--- src/rtl/demux_pkg.sv ---
// Shared definitions for the 1x2 demux dispatch front-end:
// default widths and channel index constants.
package demux_pkg;

    // Default data word width in bits.
    localparam int unsigned DW_DEFAULT = 8;

    // Default width of each per-channel dispatch counter.
    localparam int unsigned CW_DEFAULT = 16;

    // Channel index constants (the demux select value for each output).
    localparam logic CH0 = 1'b0;
    localparam logic CH1 = 1'b1;

endpackage : demux_pkg

--- src/rtl/demux_out_slot.sv ---
// One-entry output holding register with valid/ready handshake.
// A word is loaded when load_i is high; the slot empties when the consumer
// takes the word and nothing new is loaded in the same cycle. can_load_o
// reports whether a load this cycle is legal (empty, or draining now).
module demux_out_slot #(
    parameter int unsigned DW = 8
) (
    input  logic          clk,
    input  logic          rst_n,
    input  logic          load_i,
    input  logic [DW-1:0] data_i,
    input  logic          ready_i,
    output logic          valid_o,
    output logic [DW-1:0] data_o,
    output logic          can_load_o
);

    logic          valid_q;
    logic          valid_d;
    logic [DW-1:0] data_q;
    logic [DW-1:0] data_d;

    // Next-state for the slot: load wins over drain so a same-cycle
    // drain and load keeps the slot full with the new word.
    always_comb begin
        valid_d = valid_q;
        data_d  = data_q;
        if (load_i) begin
            valid_d = 1'b1;
            data_d  = data_i;
        end else if (valid_q && ready_i) begin
            // Data is left as-is; it is a don't-care once valid drops.
            valid_d = 1'b0;
        end else begin
            valid_d = valid_q;
        end
    end

    // Slot state register; reset discards any held word immediately.
    always_ff @(posedge clk or negedge rst_n) begin
        if (!rst_n) begin
            valid_q <= 1'b0;
            data_q  <= {DW{1'b0}};
        end else begin
            valid_q <= valid_d;
            data_q  <= data_d;
        end
    end

    // The slot can take a word when empty, or when its current word
    // leaves this cycle. ready_i on an empty slot has no other effect.
    always_comb begin
        can_load_o = (!valid_q) || ready_i;
    end

    // Drive the registered slot contents out.
    always_comb begin
        valid_o = valid_q;
        data_o  = data_q;
    end

endmodule : demux_out_slot

--- src/rtl/demux_1x2_dispatch.sv ---
// Registered dispatch front-end for the 1x2 demux stage.
// Accepts a valid/ready stream and steers each word into one of two
// one-entry output slots, either by strict round-robin or by a forced
// select (force_en/force_sel mirror the demux en/s inputs).
// Per-channel counters record how many words went to each channel.
//
// Optional build macro: DEMUX_DISPATCH_SKIP_EN
//   When defined, round-robin mode skips a blocked slot and routes to
//   the other channel if that one can load; the pointer then points
//   back at the skipped channel. When undefined, alternation is strict.
module demux_1x2_dispatch
    import demux_pkg::*;
#(
    parameter int unsigned DW = DW_DEFAULT,
    parameter int unsigned CW = CW_DEFAULT
) (
    input  logic          clk,
    input  logic          rst_n,
    input  logic          in_valid,
    output logic          in_ready,
    input  logic [DW-1:0] in_data,
    input  logic          force_en,
    input  logic          force_sel,
    output logic [1:0]    out_valid,
    input  logic [1:0]    out_ready,
    output logic [DW-1:0] out_data0,
    output logic [DW-1:0] out_data1,
    output logic          sel_o,
    output logic [CW-1:0] cnt0,
    output logic [CW-1:0] cnt1
);

    localparam logic [CW-1:0] CNT_ONE = {{(CW-1){1'b0}}, 1'b1};

    logic          ptr_q;
    logic          ptr_d;
    logic [CW-1:0] cnt0_q;
    logic [CW-1:0] cnt0_d;
    logic [CW-1:0] cnt1_q;
    logic [CW-1:0] cnt1_d;

    logic [1:0]    can_load_s;
    logic [1:0]    slot_valid_s;
    logic [DW-1:0] slot0_data_s;
    logic [DW-1:0] slot1_data_s;
    logic          other_s;
    logic          rr_tgt_s;
    logic          tgt_s;
    logic          ready_s;
    logic          accept_s;
    logic          load0_s;
    logic          load1_s;

    // Round-robin candidate: the pointer, optionally skipping a blocked slot.
    always_comb begin
        other_s = ~ptr_q;
`ifdef DEMUX_DISPATCH_SKIP_EN
        if ((!can_load_s[ptr_q]) && can_load_s[other_s]) begin
            rr_tgt_s = other_s;
        end else begin
            rr_tgt_s = ptr_q;
        end
`else
        rr_tgt_s = ptr_q;
`endif
    end

    // Final target channel: forced select overrides round-robin.
    always_comb begin
        if (force_en) begin
            tgt_s = force_sel;
        end else begin
            tgt_s = rr_tgt_s;
        end
    end

    // Handshake: ready depends only on the target slot, never on in_valid.
    always_comb begin
        ready_s  = can_load_s[tgt_s];
        accept_s = in_valid && ready_s;
        load0_s  = accept_s && (tgt_s == CH0);
        load1_s  = accept_s && (tgt_s == CH1);
    end

    // Next-state for pointer and counters on an accepted word.
    always_comb begin
        ptr_d  = ptr_q;
        cnt0_d = cnt0_q;
        cnt1_d = cnt1_q;
        if (accept_s) begin
            // Forced accepts leave the round-robin position untouched.
            // In round-robin mode the next word goes to the channel not
            // just used, which also covers the skip case.
            if (!force_en) begin
                ptr_d = ~tgt_s;
            end else begin
                ptr_d = ptr_q;
            end
            if (tgt_s == CH0) begin
                cnt0_d = cnt0_q + CNT_ONE;
            end else begin
                cnt1_d = cnt1_q + CNT_ONE;
            end
        end else begin
            ptr_d = ptr_q;
        end
    end

    // Pointer and dispatch counter registers.
    always_ff @(posedge clk or negedge rst_n) begin
        if (!rst_n) begin
            ptr_q  <= CH0;
            cnt0_q <= {CW{1'b0}};
            cnt1_q <= {CW{1'b0}};
        end else begin
            ptr_q  <= ptr_d;
            cnt0_q <= cnt0_d;
            cnt1_q <= cnt1_d;
        end
    end

    demux_out_slot #(
        .DW (DW)
    ) u_slot0 (
        .clk        (clk),
        .rst_n      (rst_n),
        .load_i     (load0_s),
        .data_i     (in_data),
        .ready_i    (out_ready[0]),
        .valid_o    (slot_valid_s[0]),
        .data_o     (slot0_data_s),
        .can_load_o (can_load_s[0])
    );

    demux_out_slot #(
        .DW (DW)
    ) u_slot1 (
        .clk        (clk),
        .rst_n      (rst_n),
        .load_i     (load1_s),
        .data_i     (in_data),
        .ready_i    (out_ready[1]),
        .valid_o    (slot_valid_s[1]),
        .data_o     (slot1_data_s),
        .can_load_o (can_load_s[1])
    );

    // Output drive: slot contents, counters, ready and current target.
    always_comb begin
        out_valid = slot_valid_s;
        out_data0 = slot0_data_s;
        out_data1 = slot1_data_s;
        cnt0      = cnt0_q;
        cnt1      = cnt1_q;
        in_ready  = ready_s;
        sel_o     = tgt_s;
    end

endmodule : demux_1x2_dispatch

--- config.mk ---
export PLATFORM = sky130hd
export DESIGN_NAME = demux_1x2_dispatch
export DESIGN_NICKNAME = d
export VERILOG_FILES = /design/src/rtl/demux_pkg.sv /design/src/rtl/demux_out_slot.sv /design/src/rtl/demux_1x2_dispatch.sv
export SDC_FILE = /design/constraint.sdc
export NUM_CORES = 1
export LEC_CHECK = 0
export BUFFER_PORTS_ARGS = -buffer_cell sky130_fd_sc_hd__buf_2
export CAP_MARGIN = 20
export CORE_UTILIZATION = 54
export CTS_CLUSTER_DIAMETER = 120
export DETAILED_ROUTE_END_ITERATION = 8
export PLACE_DENSITY = 0.95
export SYNTH_ARGS = -nofsm -noshare
export SYNTH_HDL_FRONTEND = slang
export SYNTH_SLANG_ARGS = --single-unit
--- constraint.sdc ---
create_clock -name clk -period 2.9 [get_ports clk]
set_input_delay 0 -clock clk [delete_from_list [all_inputs] [get_ports clk]]
set_output_delay 0 -clock clk [all_outputs]
set_load 0.05 [all_outputs]
==> flow_summary.ini, run 1 <==
[outcome]
status = finished clean

[cts]
postCtsResizedCells = 0
tritoncts.num_buffers = 5
cts_tree = yes
clock_root_buffer = sky130_fd_sc_hd__clkbuf_8
clk-insertion-delay-late_ps = 300
htree_num_levels = 2
tritoncts_num_sinks = 51
clk_transition_reported_paths_ps = 90
clockBufferDepth = 2

[global_route]
grt_max_degree = 52
globalRouteOverflowTotal = 0
antenna_found_initial = 0
via_count_of_the_first_global_routing_pass = 1684
grt.total_usage_pct = 24.2
global_route_wire_length_before_repair_um = 7910

[sta]
min_period_over_period_pct = 66.1
worst_slew_pin_slew_ps = 658
slew-limit-headroom_pct = 56.1
finalHoldViolCount = 0
fin_worst_skew_ps = 9.31
setup_total_negative_slack_ps = 0
max_freq_mhz = 522
final_count_of_negative_setup_slack_endpoints = 0
unrepaired_setup_endpoints_after_global_routing = no
report.final.slew_viol_count = 0
post-route-min-period_ps = 1920

[critical_path]
arrival_time_at_the_worst_endpoint_ps = 2110
worst_setup_path_startpoint = ptr_q$_DFFE_PN0P_
timing.critical_path.fanout_max = 20
kind_of_start_point_of_the_critical_path = flop
crit-reg2reg-launch = ptr_q$_DFFE_PN0P_
cp_slowest_cell = sky130_fd_sc_hd__and3_1
critical_path_cell_list = mux2i_2, and3_1, nand4_1, xnor2_1
critPathRequiredTime_ps = 3090
classification_of_the_worst_setup_path = reg2reg
critPathCaptureType = flop
cpPeakStageDelay_ps = 660

[logic_synthesis]
synth.net_count = 229
yosys_warnings = 0
netlist_top_cells_area = sky130_fd_sc_hd__dfrtp_1 58%, sky130_fd_sc_hd__nand2_1 11%, sky130_fd_sc_hd__xnor2_1 8.8%
yosysUniqueCellTypes = 24
ys_ff_latch = 51
yosysTopAreaCell = sky130_fd_sc_hd__dfrtp_1
seq_area_frac_synth_pct = 58.1
synth_largest_type_area_fraction_pct = 58.1
syn_area_um2 = 2200
avgSynthCellArea_um2 = 10.4
synth_cells = 212

[finish]
mostFrequentLayoutCells = 66 x sky130_fd_sc_hd__nand2_1, 66 x sky130_fd_sc_hd__buf_2, 51 x sky130_fd_sc_hd__dfrtp_1
fillCellCount = 290
antenna_cells = 0
layout.nets = 304
synthToLayoutAreaGrowth_pct = 25.4
drive_gt1_share_pct = 26.8

[route]
vias = 1761
drt_first_iter_violations = 125
drt_drc_violations_left = 0
detail_route.wl_per_cell_um = 14.1
route.detailed.vias_per_inst = 5.26
dr.pass1.iters = 4
wl_um = 4730
ant_nets = 0

[min_path]
hold_path.class = in2reg
worstHoldStart = in_valid

[power]
pwr_density_cell_nw_per_um2 = 900
total_leakage_power_uw = 0.00147
vdd.ir_drop.worst_uv = 622
p_total_uw = 2480

[placed_design]
finalWeightedCongestion = 0.844
hpwl_um = 3240
placement.io_buffers = 66

[floorplanning]
ios = 67
die_w_um = 65.8
die_area_um2 = 4330
core_region_area_um2 = 3770
starting_density_of_the_core_pct = 58.3
die_h_um = 65.8
rows = 22

[run]
maxCapViolations = 0
==> critical path, delay by kind of cell (launching register included) <==
kind	cells	cell delay [ps]
XOR/XNOR	1	170
AND/OR/NAND/NOR	2	890
flip-flops	1	410
multiplexers	1	340
==> stage by stage <==
| stage | std cells | area (um^2) | setup slack, ps | hold slack [ps] | utilization [%] |
|---|---|---|---|---|---|
| 4_1_cts | 334 | 2740 | 964 | 39.5 | 72.5 |
| 3_5_place_dp | 318 | 2540 | 969 | 216 | 67.4 |
| 6_report | 335 | 2760 | 984 | 41.4 | 73.1 |
| 5_1_grt | 335 | 2760 | 792 | 55.8 | 73.1 |
| 3_3_place_gp | 318 | 2540 | 1080 | 209 | 67.4 |
| 2_1_floorplan | 212 | 2200 | 1180 | -296 | - |
==> cell families (layout without fill, tap and decap cells) <==
kind of cell             after synthesis  count (layout)  share of synthesized area, %
AO/OA/AOI/OAI                          2               2                         0.684
adder cells (fa/ha/maj)                2               2                          1.14
XOR/XNOR                              30              30                          12.0
AND/OR/NAND/NOR                      115             115                          24.9
buffers and inverters                 11              86                          2.56
multiplexers                           1               1                         0.626
flip-flops                            51              51                          58.1
==> registers in the layout (all words and copies together), names as in the netlist <==
register / flops
cnt0: 16
cnt1: 16
u_slot0.data_o: 8
u_slot1.data_o: 8
ptr_q: 1
u_slot0.valid_o: 1
u_slot1.valid_o: 1
==> path summary, 6_finish.rpt <==
| check | slack (ps) | depth (start not counted) | end |
|---|---|---|---|
| worst max-delay path | 980 | 4 | cnt0[12]$_DFFE_PN0P_ |
| worst min-delay path | 40 | 2 | ptr_q$_DFFE_PN0P_ |
| worst max register to register | 980 | 4 | cnt0[12]$_DFFE_PN0P_ |
| worst min register to register | 470 | 1 | cnt1[15]$_DFFE_PN0P_ |
| max in group asynchronous | 2230 | 3 | u_slot0.data_o[5]$_DFFE_PN0P_ |
| min in group asynchronous | 160 | 2 | cnt1[11]$_DFFE_PN0P_ |
==> report_power, final <==
part	internal, uW	switching [uW]	leakage (uW)
Sequential	861	145	0.000659
Clock	253	218	0.0000513
Combinational	230	773	0.000756
Total	1340	1140	0.00147
==> cell usage after synthesis, drive strengths merged <==
cell / count
inv: 3
a31oi: 1
nor4b: 1
nor3: 7
and2: 1
nand2b: 2
clkbuf: 1
nand4: 13
dfrtp: 51
ha: 2
buf: 7
a41oi: 1
mux2i: 1
and3: 5
nand3: 11
nor2: 6
xor2: 8
and4: 3
xnor2: 22
nand2: 66
==> metal layers <==
layer  vias up  GRT usage [%]  wire length, um
li1        843              -                -
met5         -              0                0
met2        56           38.8             2390
met4         0           5.71               17
met3         2           7.24              272
met1       860           32.3             2040
==> timing repair <==
action,CTS,global route
buffers inserted,0,0
hold endpoints to repair,67,0
hold buffers,9,0
==> area by class of cell <==
| class | count | area [um^2] | area share (%) |
|---|---|---|---|
| sequential | 51 | 1280 | 46.3 |
| timing repair buffer | 76 | 440 | 16.0 |
| tap | 48 | 60.1 | 2.18 |
| inverter | 3 | 11.3 | 0.409 |
| multi-input combinational | 150 | 865 | 31.4 |
| clock inverter | 1 | 30.0 | 1.09 |
| clock buffer | 6 | 72.6 | 2.63 |
(Power assumes the default switching activity.)
==> run 2: changes to the inputs <==
--- a/config.mk
+++ b/config.mk
@@ -5,12 +5,13 @@
 export SDC_FILE = /design/constraint.sdc
 export NUM_CORES = 1
 export LEC_CHECK = 0
+export ABC_AREA = 1
 export BUFFER_PORTS_ARGS = -buffer_cell sky130_fd_sc_hd__buf_2
 export CAP_MARGIN = 20
-export CORE_UTILIZATION = 54
+export CORE_UTILIZATION = 52
 export CTS_CLUSTER_DIAMETER = 120
 export DETAILED_ROUTE_END_ITERATION = 8
-export PLACE_DENSITY = 0.95
+export PLACE_DENSITY = 0.91
 export SYNTH_ARGS = -nofsm -noshare
 export SYNTH_HDL_FRONTEND = slang
 export SYNTH_SLANG_ARGS = --single-unit
==> constraint.sdc (replaced) <==
create_clock -name clk -period 1.9 [get_ports clk]
set_input_delay 0 -clock clk [delete_from_list [all_inputs] [get_ports clk]]
set_output_delay 0 -clock clk [all_outputs]
set_load 0.05 [all_outputs]
==> flow_summary.ini, run 2 <==
[sta]
final_count_of_negative_setup_slack_endpoints = 0
worst_slew_pin_slew_ps = 786
max_freq_mhz = 635
post-route-min-period_ps = 1570
unrepaired_setup_endpoints_after_global_routing = no
slew-limit-headroom_pct = 47.6
report.final.slew_viol_count = 0
final_critical_path_setup_slack_ps = 326
setup_total_negative_slack_ps = 0
min_period_over_period_pct = 82.9
finalHoldViolCount = 0
fin_worst_skew_ps = 11.1

[logic_synthesis]
netlist_top_cells_area = sky130_fd_sc_hd__dfrtp_1 52%, sky130_fd_sc_hd__nand2_1 15%, sky130_fd_sc_hd__inv_1 4.4%
yosys_warnings = 0
yosysUniqueCellTypes = 22
synth_top_cells_by_count = 98 x sky130_fd_sc_hd__nand2_1, 51 x sky130_fd_sc_hd__dfrtp_1, 29 x sky130_fd_sc_hd__inv_1
syn_area_um2 = 2470
synth_edf_count = 0
yosysTopAreaCell = sky130_fd_sc_hd__dfrtp_1
synth_cells = 287
synth.net_count = 304
post-synth-top-count-cell = sky130_fd_sc_hd__nand2_1
yosys_most_used_dff = sky130_fd_sc_hd__dfrtp_1
ys_ff_latch = 51
synth_largest_type_area_fraction_pct = 51.6
postSynth.asyncResetShare_pct = 100
avgSynthCellArea_um2 = 8.62
seq_area_frac_synth_pct = 51.6

[critical_path]
classification_of_the_worst_setup_path = reg2reg
kind_of_start_point_of_the_critical_path = flop
critPathRequiredTime_ps = 2130
rr_worst_depth = 6
critical_path.reg2reg.endpoint = cnt1[5]$_DFFE_PN0P_
arrival_time_at_the_worst_endpoint_ps = 1810
worst_setup_path_startpoint = ptr_q$_DFFE_PN0P_
critPathCaptureType = flop
crit-reg2reg-launch = ptr_q$_DFFE_PN0P_
timing.critical_path.fanout_max = 14
timing.reg2reg.setup_slack_ps = 330

[floorplanning]
rows = 24
die_h_um = 71.0
core_region_area_um2 = 4470
ios = 67
die_w_um = 71.0
die_area_um2 = 5040
starting_density_of_the_core_pct = 55.3

[cts]
clockBufferDepth = 2
clock_root_buffer = sky130_fd_sc_hd__clkbuf_8
post-cts-setup-buffer-count = 0
htree_num_levels = 2
tritoncts_num_sinks = 51
postCtsResizedCells = 0
tritoncts.num_buffers = 5
clk-insertion-delay-late_ps = 310
cts_hold_buf = 10
clk_transition_reported_paths_ps = 100
cts_tree = yes

[global_route]
grt.total_usage_pct = 21.6
groute.layer.met2.usage_pct = 39.9
grt_max_degree = 37
via_count_of_the_first_global_routing_pass = 2008
met3_usage_pct = 4.27
antenna_found_initial = 0
busiest_layer = met2
grt_use_met1_pct = 25.0
global_route_wire_length_before_repair_um = 8590
globalRouteOverflowTotal = 0

[power]
power.share.switching_pct = 49.1
power.net_switching_uw = 1920
total_leakage_power_uw = 0.00159
p_clk_share_pct = 16.2
cell_internal_power_dissipation_uw = 1990
flop_pwr_share_pct = 40.0
vdd.ir_drop.worst_uv = 750
pwr_density_cell_nw_per_um2 = 1290
power.share.combinational_pct = 43.8

[min_path]
worstHoldPathCells = 4
worstHoldStart = out_ready[1]
hold_path.class = in2reg
min_delay_worst_endpoint = u_slot1.valid_o$_DFFE_PN0P_

[placed_design]
post-place-ws_ps = 360
placement.io_buffers = 66
placed_cells = 401
finalWeightedCongestion = 0.842
hpwl_um = 3670

[finish]
seq_area_um2 = 1280
multiInputGateArea_um2 = 1020
mostFrequentLayoutCells = 98 x sky130_fd_sc_hd__nand2_1, 66 x sky130_fd_sc_hd__buf_2, 51 x sky130_fd_sc_hd__dfrtp_1
post_layout_nonfiller_instances = 419
mostFrequentLayoutCell = sky130_fd_sc_hd__nand2_1
layout.nets = 383
post-route-util_pct = 67.7
synthToLayoutAreaGrowth_pct = 22.4
fillCellCount = 353
drive_gt1_share_pct = 28.1
antenna_cells = 0

[route]
ant_nets = 0
drt_first_iter_violations = 99
drt_drc_violations_left = 5
detail_route.wl_per_cell_um = 11.9
route.detailed.vias_per_inst = 4.96
wl_um = 4990
vias = 2080
dr.pass1.iters = 9

[run]
maxCapViolations = 0

[outcome]
failed_checks = DRC
status = complete, but fails checks
## run 2: cell types whose count changed after synthesis, moves of 3 or more
cell,change
sky130_fd_sc_hd__nand2_1,+32
sky130_fd_sc_hd__inv_1,+27
sky130_fd_sc_hd__o21ai_0,+13
sky130_fd_sc_hd__xnor2_1,-13
sky130_fd_sc_hd__nor2_1,+12
sky130_fd_sc_hd__nor2_2,+12
sky130_fd_sc_hd__nand4_1,-7
sky130_fd_sc_hd__and3_1,-5
sky130_fd_sc_hd__nor3_1,-5
sky130_fd_sc_hd__o21ai_2,+5
sky130_fd_sc_hd__nand3_2,+4
sky130_fd_sc_hd__xor2_1,+4
sky130_fd_sc_hd__and4_1,-3
sky130_fd_sc_hd__buf_6,+3
## run 2: kinds of logic after synthesis
kind of cell | share of synthesized area [%]
compound gates | 4.40
xor+xnor | 7.44
fa+ha+maj | 1.01
buf+inv | 7.18
flops | 51.6
simple gates | 28.4
## run 2: cell type report
cell class / count / share of cell area [%]
inverters: 30 / 3.72
well taps: 52 / 2.15
multi-input cells: 198 / 33.7
repair buffers: 80 / 15.2
clock buffers: 5 / 2.27
flip-flops and latches: 51 / 42.1
clock inverters: 3 / 0.826
## run 2: worst max path at each step
stage | end | slack [ps] | depth (start not counted)
final | cnt1[5]$_DFFE_PN0P_ | 330 | 6
after detailed placement | cnt1[5]$_DFFE_PN0P_ | 360 | 6
after global placement | cnt1[12]$_DFFE_PN0P_ | 440 | 6
after CTS | cnt1[5]$_DFFE_PN0P_ | 330 | 6
after global routing | cnt1[6]$_DFFE_PN0P_ | 150 | 6
after floorplan | cnt1[12]$_DFFE_PN0P_ | 230 | 8
## run 2: power by group through the flow
stage / Clock (uW) / Sequential, uW / Combinational (uW)
2_1_floorplan: 0 / 2370 / 507
3_3_place_gp: 0 / 1560 / 1670
3_5_place_dp: 0 / 1570 / 1700
4_1_cts: 650 / 1560 / 1720
5_1_grt: 692 / 1590 / 1820
6_report: 633 / 1560 / 1710
## run 2: worst max-delay path: stages, from the launching register on
cell and delay [ps]:
sky130_fd_sc_hd__dfrtp_1 400, sky130_fd_sc_hd__nand2_2 100, sky130_fd_sc_hd__nand2_2 80, sky130_fd_sc_hd__nand3_2 280, sky130_fd_sc_hd__clkinv_1 340, sky130_fd_sc_hd__nand2_1 170
sky130_fd_sc_hd__xnor2_1 120
## run 2: metrics by stage
step           hold WS (ps)  power, uW  cell area [um^2]
6_report               13.1       3900              3030
3_5_place_dp            127       3270              2830
3_3_place_gp            115       3230              2830
2_1_floorplan          -296       2880              2470
5_1_grt                20.2       4100              3030
4_1_cts                10.7       3930              3030
## run 2: layer usage
| layer | up-vias | share of wire (%) |
|---|---|---|
| met3 | 7 | 3.6 |
| li1 | 1046 | - |
| met5 | - | 0 |
| met1 | 966 | 44 |
| met4 | 0 | 1.6 |
| met2 | 61 | 51 |
==> run 3: changes to the inputs <==
==> constraint.sdc (replaced) <==
create_clock -name clk -period 1.6 [get_ports clk]
set_input_delay 0 -clock clk [delete_from_list [all_inputs] [get_ports clk]]
set_output_delay 0 -clock clk [all_outputs]
set_load 0.05 [all_outputs]
==> flow_summary.ini, run 3 (synthesized netlist as in run 2, its figures left out) <==
[outcome]
status = complete, but fails checks
failed_checks = DRC

[power]
p_total_uw = 4960
total_leakage_power_uw = 0.00162
pwr_density_cell_nw_per_um2 = 1600
vdd.ir_drop.worst_uv = 1200

[route]
dr.pass1.iters = 9
drt_first_iter_violations = 103
routed.top_layer = met4
wl_um = 5130
met1Wirelength_um = 2350
met2_wirelength_um = 2520
route.detailed.vias_per_inst = 4.96
ant_nets = 0
drt_drc_violations_left = 1
detail_route.wl_per_cell_um = 12.2
vias = 2082
dr_wl_met3_um = 193

[finish]
mostFrequentLayoutCells = 98 x sky130_fd_sc_hd__nand2_1, 66 x sky130_fd_sc_hd__buf_2, 48 x sky130_fd_sc_hd__dfrtp_1
layout.nets = 384
drive_gt1_share_pct = 28.8
mostFrequentLayoutCell = sky130_fd_sc_hd__nand2_1
antenna_cells = 0
synthToLayoutAreaGrowth_pct = 25.7
fillCellCount = 332

[critical_path]
kind_of_start_point_of_the_critical_path = flop
classification_of_the_worst_setup_path = reg2reg
crit-reg2reg-launch = cnt1[1]$_DFFE_PN0P_
timing.reg2reg.setup_slack_ps = 180
critPathCaptureType = flop
rr_worst_depth = 8
critical_path.reg2reg.endpoint = cnt1[12]$_DFFE_PN0P_
timing.critical_path.fanout_max = 5
critPathRequiredTime_ps = 1810
arrival_time_at_the_worst_endpoint_ps = 1620

[cts]
cts_hold_buf = 11
postCtsResizedCells = 0
clockBufferDepth = 2
tritoncts_num_sinks = 51
clk_transition_reported_paths_ps = 90
post-cts-setup-buffer-count = 0
htree_num_levels = 2
clk-insertion-delay-late_ps = 310
tritoncts.num_buffers = 5
clock_root_buffer = sky130_fd_sc_hd__clkbuf_8
cts_tree = yes

[placed_design]
hpwl_um = 3590
finalWeightedCongestion = 0.803
placement.io_buffers = 66

[min_path]
min_delay_worst_endpoint = ptr_q$_DFFE_PN0P_
worstHoldPathCells = 3
worstHoldStart = in_valid
hold_path.class = in2reg

[sta]
max_freq_mhz = 706
min_period_over_period_pct = 88.5
final_count_of_negative_setup_slack_endpoints = 0
unrepaired_setup_endpoints_after_global_routing = no
report.final.slew_viol_count = 0
worst_slew_pin_slew_ps = 376
finalHoldViolCount = 0
setup_total_negative_slack_ps = 0
fin_worst_skew_ps = 10.3
post-route-min-period_ps = 1420
slew-limit-headroom_pct = 74.9
hold_slack_ps = 46.3

[global_route]
global_route_wire_length_before_repair_um = 9010
grt_max_degree = 37
via_count_of_the_first_global_routing_pass = 2054
grt.total_usage_pct = 22.9
globalRouteOverflowTotal = 0
antenna_found_initial = 0

[floorplanning]
core_region_area_um2 = 4470
rows = 24
starting_density_of_the_core_pct = 55.3
die_area_um2 = 5040
die_w_um = 71.0
ios = 67
die_h_um = 71.0

[run]
maxCapViolations = 0
==> run 3: cell count changes in the layout (fill, tap and decap cells not counted), sizes merged <==
cell	delta
clkinv	-2
dlygate4sd3	+1
bufinv	+2
==> run 3: area by class of cell <==
class	instances	area, um^2	share of cell area (%)
sequential	51	1280	41.2
multi-input combinational	198	1020	32.8
timing repair buffer	81	495	15.9
inverter	30	113	3.62
clock buffer	5	68.8	2.21
clock inverter	3	67.6	2.17
tap	52	65.1	2.09
==> run 3: where the power goes <==
part           total, uW  internal (uW)  leakage, uW  switching (uW)
clock network       1040            623    0.0000644             418
logic               2060            478     0.000911            1590
registers           1860           1590     0.000648             268
==> run 3: worst max path at each step <==
stage                                           start                            end  slack [ps]  depth (start not counted)
after floorplan                   cnt0[0]$_DFFE_PN0P_           cnt0[12]$_DFFE_PN0P_           6                          8
after global placement    u_slot0.valid_o$_DFFE_PN0P_  u_slot0.data_o[1]$_DFFE_PN0P_         290                          5
after detailed placement          cnt1[1]$_DFFE_PN0P_           cnt1[12]$_DFFE_PN0P_         210                          8
after CTS                         cnt1[1]$_DFFE_PN0P_           cnt1[12]$_DFFE_PN0P_         200                          8
after global routing              cnt1[1]$_DFFE_PN0P_           cnt1[12]$_DFFE_PN0P_          80                          8
final                             cnt1[1]$_DFFE_PN0P_           cnt1[12]$_DFFE_PN0P_         180                          8
==> run 3: per-stage QoR <==
stage	cells	setup slack (ps)	utilization (%)	instance area (um^2)
6_report	420	183	69.5	3110
5_1_grt	420	82.2	69.5	3110
4_1_cts	420	196	69.5	3110
3_5_place_dp	401	208	64.0	2860
3_3_place_gp	401	291	64.0	2860
2_1_floorplan	287	6.05	-	2480
==> run 3: critical path, stage by stage, from the launching register on <==
cell and delay, ps:
sky130_fd_sc_hd__dfrtp_2 410, sky130_fd_sc_hd__ha_1 200, sky130_fd_sc_hd__nand3_2 120, sky130_fd_sc_hd__nor2_4 170, sky130_fd_sc_hd__nand3_2 100, sky130_fd_sc_hd__nor2_1 150, sky130_fd_sc_hd__nand2_1 70, sky130_fd_sc_hd__nand2_1 60
sky130_fd_sc_hd__nand2_1 40
==> run 3: per-layer routing <==
metal  up-vias  track usage (%)
met3         7             4.99
met5         -                0
met1       989             29.7
met4         0             7.56
met2        50             38.7
li1       1036                -
